`config.mk`:
```
export PLATFORM = sky130hd
export DESIGN_NAME = xmit
export DESIGN_NICKNAME = d
export VERILOG_FILES = /design/src/rtl/xmit_pkg.sv /design/src/rtl/xmit.sv
export SDC_FILE = /design/constraint.sdc
export NUM_CORES = 1
export LEC_CHECK = 0
export CORE_ASPECT_RATIO = 0.5
export CORE_MARGIN = 2
export CORE_UTILIZATION = 30
export DETAILED_ROUTE_END_ITERATION = 8
export GPL_TIMING_DRIVEN = 0
export SYNTH_ARGS = -nofsm -noshare
export SYNTH_HDL_FRONTEND = slang
export SYNTH_SLANG_ARGS = --single-unit
```
`constraint.sdc`:
```
create_clock -name clock -period 4.07 [get_ports clock]
set_input_delay 1.221 -clock clock [delete_from_list [all_inputs] [get_ports clock]]
set_output_delay 1.221 -clock clock [all_outputs]
set_load 0.05 [all_outputs]
```
`src/rtl/xmit_pkg.sv`:
```
// Shared definitions for the framed serial link (rcvr/xmit): header byte,
// frame geometry, FSM state encoding and the header sanity check.
package xmit_pkg;

  localparam logic [7:0] DEFAULT_MATCH = 8'hA5;
  localparam int         FRAME_BITS    = 16;
  localparam int         HEAD_BITS     = 8;

  typedef enum logic [1:0] {
    IDLE = 2'd0,
    HEAD = 2'd1,
    BODY = 2'd2
  } state_e;

  // A header is usable if it differs from the idle line and no proper prefix,
  // padded with zeros or ones from the top, reproduces it (no self-overlap
  // when the receiver re-arms mid-stream).
  function automatic bit match_ok(input logic [7:0] m, input logic idle);
    logic [7:0] ones;
    ones = 8'hFF;
    if (m == {8{idle}}) return 1'b0;
    for (int k = 1; k < 8; k++) begin
      if ((m >> k) == m) return 1'b0;
      if (((m >> k) | ~(ones >> k)) == m) return 1'b0;
    end
    return 1'b1;
  endfunction

endpackage

```
`src/rtl/xmit.sv`:
```
// Framed serial transmitter: one-deep holding register feeding a 16-bit
// MSB-first shifter (header MATCH then data byte); idle level between frames.
module xmit
  import xmit_pkg::*;
#(
  parameter logic [7:0] MATCH    = DEFAULT_MATCH,
  parameter logic       IDLE_BIT = 1'b0
) (
  input  logic       clock,
  input  logic       reset,
  input  logic [7:0] data_in,
  input  logic       writing,
  output logic       full,
  output logic       busy,
  output logic       overrun,
  output logic       data_out
);

  if (!match_ok(MATCH, IDLE_BIT)) begin : g_bad_match
    $error("xmit: MATCH header is unusable against IDLE_BIT");
  end

  state_e      state_q;
  logic [3:0]  count_q;
  logic [15:0] shift_q;
  logic [7:0]  hold_q;
  logic        full_q;
  logic        busy_q;
  logic        overrun_q;
  logic        dout_q;

  logic        wr_accept;
  logic        wr_reject;
  logic        last_bit;

  // Writes are judged on the registered full, so a write in the cycle the
  // FSM empties hold is still rejected.
  assign wr_accept = writing && !full_q;
  assign wr_reject = writing && full_q;
  assign last_bit  = (count_q == 4'(FRAME_BITS - 1));

  always_ff @(posedge clock) begin
    if (reset) begin
      state_q   <= IDLE;
      count_q   <= 4'd0;
      shift_q   <= 16'd0;
      hold_q    <= 8'd0;
      full_q    <= 1'b0;
      busy_q    <= 1'b0;
      overrun_q <= 1'b0;
      dout_q    <= IDLE_BIT;
    end else begin
      if (wr_accept) begin
        hold_q    <= data_in;
        full_q    <= 1'b1;
        overrun_q <= 1'b0;
      end else if (wr_reject) begin
        overrun_q <= 1'b1;
      end

      case (state_q)
        IDLE: begin
          dout_q <= IDLE_BIT;
          if (full_q) begin
            shift_q <= {MATCH, hold_q};
            full_q  <= 1'b0;
            count_q <= 4'd0;
            dout_q  <= MATCH[7];
            state_q <= HEAD;
            busy_q  <= 1'b1;
          end
        end
        HEAD, BODY: begin
          if (last_bit) begin
            if (full_q) begin
              // Refilled in time: chain the next frame with no gap.
              shift_q <= {MATCH, hold_q};
              full_q  <= 1'b0;
              count_q <= 4'd0;
              dout_q  <= MATCH[7];
              state_q <= HEAD;
              busy_q  <= 1'b1;
            end else begin
              count_q <= 4'd0;
              dout_q  <= IDLE_BIT;
              state_q <= IDLE;
              busy_q  <= 1'b0;
            end
          end else begin
            dout_q  <= shift_q[14];
            shift_q <= {shift_q[14:0], 1'b0};
            count_q <= count_q + 4'd1;
            if (count_q == 4'(HEAD_BITS - 1)) state_q <= BODY;
          end
        end
        default: begin
          state_q <= IDLE;
          busy_q  <= 1'b0;
          dout_q  <= IDLE_BIT;
        end
      endcase
    end
  end

  assign full     = full_q;
  assign busy     = busy_q;
  assign overrun  = overrun_q;
  assign data_out = dout_q;

endmodule

```
### Word level (Yosys, flattened, before mapping)

Index checks and enable logic that the tools add are counted.

| storage, ports and cells | value |
|---|---|
| bits in registers | 34 |
| bits in latches | 0 |
| bits of input ports | 11 |
| memory bits (writable) | 0 |
| output and inout bits | 4 |
| ROM bits | 0 |
| memories | 0 |

| operators by class | value |
|---|---|
| $add $sub $neg | 1 |
| shift-type cells | 0 |
| bitwise logic cells | 0 |
| multiply operators | 0 |
| equality and inequality tests | 7 |
| mux-type cells | 21 |
| div/mod/pow operators | 0 |
| reductions and logical operators | 10 |
| order comparisons | 0 |

Operators by type and width:

| cell | count |
|---|---|
| 2-to-1 mux 16 bit | 2 |
| one-hot mux 16 bit (2 select lines) | 1 |
| 2-to-1 mux 1 bit | 8 |
| 2-to-1 mux 4 bit | 2 |
| one-hot mux 4 bit (2 select lines) | 1 |
| 2-to-1 mux 2 bit | 3 |
| one-hot mux 1 bit (2 select lines) | 3 |
| AND reduction 2 bit | 3 |
| adder 4 x 1 -> 4 bit, second input constant | 1 |
| equality test 4 x 3 -> 1 bit, second input constant | 1 |
| equality test 4 bit, second input constant | 1 |
| inequality test 2 bit, second input constant | 2 |
| one-hot mux 2 bit (2 select lines) | 1 |
| OR reduction 2 bit | 2 |
| inequality test 3 bit, second input constant | 1 |
| equality test 2 x 1 -> 1 bit, second input constant | 1 |
| equality test 2 bit, second input constant | 1 |
| logical AND 1 bit | 2 |
| zero test 2 bit | 1 |
| nonzero test 2 bit | 1 |
| zero test 1 bit | 1 |

### Depth between registers and ports, before layout

| logic depth | value |
|---|---|
| depth in word-level cells | 6 |
| depth in mapped cells | 7 |
| mapped depth without buffers | 5 |

### Least setup slack after synthesis

No wires, ideal clock.

| timing path | value |
|---|---|
| path type | input to register |
| start point | in reset |
| end point | reg shift_q[7] |
| data arrival time | 1,954 ps |
| cell stages on the path | 4 |
| required time | 3,951 ps |
| path slack | 1,997 ps |
| buffers on the path | 2 |
| cells stage by stage | clkbuf_1 clkbuf_1 a31oi_1 o221a_2 |

RTL lines:

| item | line | RTL |
|---|---|---|
| from (decl) | xmit.sv:10 | `input logic reset,` |
| to (signal assigned) | xmit.sv:65 | `shift_q <= {MATCH, hold_q};` |
| to (signal assigned) | xmit.sv:77 | `shift_q <= {MATCH, hold_q};` |
| to (signal assigned) | xmit.sv:91 | `shift_q <= {shift_q[14:0], 1'b0};` |
| to (decl) | xmit.sv:25 | `logic [15:0] shift_q;` |

### Worst setup path in the final report

| timing path | value |
|---|---|
| start point | reg full_q (netlist: full) |
| end point | out full |

RTL lines:

| item | line | RTL |
|---|---|---|
| from (decl) | xmit.sv:27 | `logic full_q;` |
| from (signal assigned) | xmit.sv:48 | `full_q <= 1'b0;` |
| from (signal assigned) | xmit.sv:55 | `full_q <= 1'b1;` |
| from (signal assigned) | xmit.sv:66 | `full_q <= 1'b0;` |
| to (decl) | xmit.sv:13 | `output logic full,` |

No word-level cell between the ends.

==> metrics.txt <==
Post-DP Area=1660 µm²; Initial Util=32.0%; share of power burned in registers=33.0%; RSZ-0062 raised after global routing=no; Pint=0.882 mW; die height=53.1 µm; GRT overflow=0; final worst slack=1400 ps; crit share post-route=65.6%; Max stage delay cell, worst path=clkdlybuf4s50_1; Synth area leaders=dfxtp_1 46%, o221a_2 7.8%, mux2i_1 6.2%; cells after synthesis=151; area grow syn2layout=22.8%; TritonRoute pass-1 iters=4; Syn. warnings=0; Port Buffer Count=13; Final setup viols=0; post-route design area=1770 µm²; number of global-route vias before repair=1154; antenna cell count=0; Resize count post-CTS=0; status=completed; Die Span X=102 µm; Cell variety after synth=36; CTS clock-pin slew for the worst setup and hold paths=70 ps; commonest non-fill, non-tap cell in the layout=dfxtp_1; worst path required time=2850 ps; most frequent cells in the layout=33 x dfxtp_1, 18 x nor2_1, 13 x clkdlybuf4s50_1; r2r startpoint=state_q[0]$_SDFFE_PP0P_; Final TNS setup=0 ps; Hold Crit Class=register to register; Worst Setup Start Kind=register; post-synthesis net count=165; DRC viols=0; VDD IR max=0.251 mV; core region area=4510 µm²; Root Driver=clkbuf_8; pwr dens=804 nW/µm²; Boundary Pins=15; DP Worst Slack=1510 ps; initial antenna violation count=0; Slew Limit Fails=0; die area=5420 µm²; power share of the combinational group=44.5%; pin count of the biggest net entering global routing=11; hold violation count in the final report=0; Sw Ratio=38.1%; crit path time final=2670 ps; Yosys reg bits=33; Avg Inst Size Synth=9.56 µm²; critical path type=register to primary output; post-synthesis sequential area ratio=45.8%; CP Capture Point=full; CP Depth=1; GRT Total Usage=13.3%; mapped cell area=1440 µm²; DR iter-0 viols=79; WL/cell=13.2 µm; Setup Fix Bufs, Post-CTS=0; reg2reg setup slack=2240 ps; clock power share=22.4%; final WL=3140 µm; crit path max fanout=3; CTS buffer count=5; fin util=39.3%; H-tree lvl count=2; WP buf/inv=1; Skew-Pair Late Insertion Delay=290 ps; Critical path origin=full$_SDFF_PP0_; maxcap violations=0; clock tree buffer depth=2; switching pwr=0.543 mW; cell family with the largest share of critical-path delay=buffers and inverters; share of cells above drive strength 1=15.1%; DP Wirelength=2150 µm; first-pass GRT wire length=5380 µm; slew margin rel.=66.1%; Pleak=0.678 nW; worst hold margin=473 ps; TritonCTS clock tree=yes; vias per cell=5.12; Critical Path AT=1450 ps; critical path, cell by cell=clkdlybuf4s50_1; r2r worst-path depth=7; antenna viol nets, final=0; Peak Freq=375 MHz; Hold Buf Count CTS=0; slowest stage delay, CP=810 ps; worst slew pin tran=507 ps; proportion of netlist area held by the largest area contributor=45.8%; CTS sink cnt=33; Hold Crit Depth=2; final RePlAce weighted congestion=0.869; Worst setup EP type=primary output; Post-layout nets=185; routed vias=1218; Rows=17; Reg-to-Reg End=shift_q[8]$_SDFFE_PP0P_; leading area contributor after synthesis=dfxtp_1; skew final=11.5 ps
==> final cells by class <==
class                   count  area (µm²)
clock buffers               7        86.3
flip-flops and latches     33         661
inverters                   9        33.8
well taps                  66        82.6
clock inverters             1        30.0
repair buffers             13         130
multi-input cells          97         688
fillers                   474        2740
plain buffers              12        61.3
==> stage by stage <==
stage                     power (mW)  cells
after floorplan                0.960    151
after detailed placement        1.11    230
after global routing            1.53    238
after CTS                       1.43    238
final                           1.43    238
after global placement          1.09    230
==> cells in the mapped netlist <==
cell      number
nand2_1        5
a21boi_1       1
inv_1          8
o31ai_1        3
o21bai_1       1
a41o_1         1
nand2b_1       1
nand4_1        1
nor2_1        18
ha_1           3
buf_6          1
o311a_1        1
nand3_1        2
o41ai_1        1
o32ai_1        5
and3_1         2
buf_2          7
a31oi_1        9
clkbuf_1       2
a2111o_1       1
nor3_1         1
a211o_1        2
dfxtp_1       33
o221a_2       10
clkinv_1       1
buf_1          2
a21oi_1        6
a211oi_1       1
or3_1          1
nand3_2        1
mux2i_1        9
and4b_1        1
or4_1          2
a32oi_1        1
nor2b_1        3
o21ai_0        4
==> kinds of logic (layout without fill, tap and decap cells) <==
group                      after synthesis  in the layout  share of synthesized area [%]
AOI/OAI and AO/OA                       47             47                           25.9
adders and majority gates                3              3                           2.60
buffers and inverters                   21             42                           6.59
DFF                                     33             33                           45.8
muxes                                    9              9                           6.24
and+or+nand+nor                         38             38                           12.9
==> worst min path at each step <==
stage / startpoint / endpoint / slack, ps
after floorplan: shift_q[11]$_SDFFE_PP0P_ / shift_q[11]$_SDFFE_PP0P_ / 450
after global placement: shift_q[8]$_SDFFE_PP0P_ / shift_q[9]$_SDFFE_PP0P_ / 460
after detailed placement: busy$_SDFFE_PP0P_ / busy$_SDFFE_PP0P_ / 460
after CTS: busy$_SDFFE_PP0P_ / busy$_SDFFE_PP0P_ / 470
after global routing: busy$_SDFFE_PP0P_ / busy$_SDFFE_PP0P_ / 490
final: busy$_SDFFE_PP0P_ / busy$_SDFFE_PP0P_ / 470
==> power by group through the flow <==
stage	Sequential [mW]	Combinational, mW	Clock, mW
final	0.470	0.635	0.320
after global routing	0.483	0.707	0.344
after CTS	0.471	0.635	0.328
after detailed placement	0.478	0.627	0
after global placement	0.474	0.620	0
after floorplan	0.506	0.453	0
==> registers in the layout (all words and copies together), names as in the netlist <==
name      cells
state_q       2
count_q       4
full          1
data_out      1
overrun       1
busy          1
hold_q        8
shift_q      15
==> tightest hold or removal path, delay by kind of cell, from the launching register on <==
family | cells | cell delay, ps
AO/OA/AOI/OAI | 2 | 120
flip-flops | 1 | 310
==> per-layer routing <==
metal,wire length (µm),part of all wire [%],GRT usage [%]
met2,1320,42,19.0
met4,83,2.6,8.67
met1,1620,52,17.8
met3,118,3.8,3.17
met5,0,0,0
(Power assumes the default switching activity.)
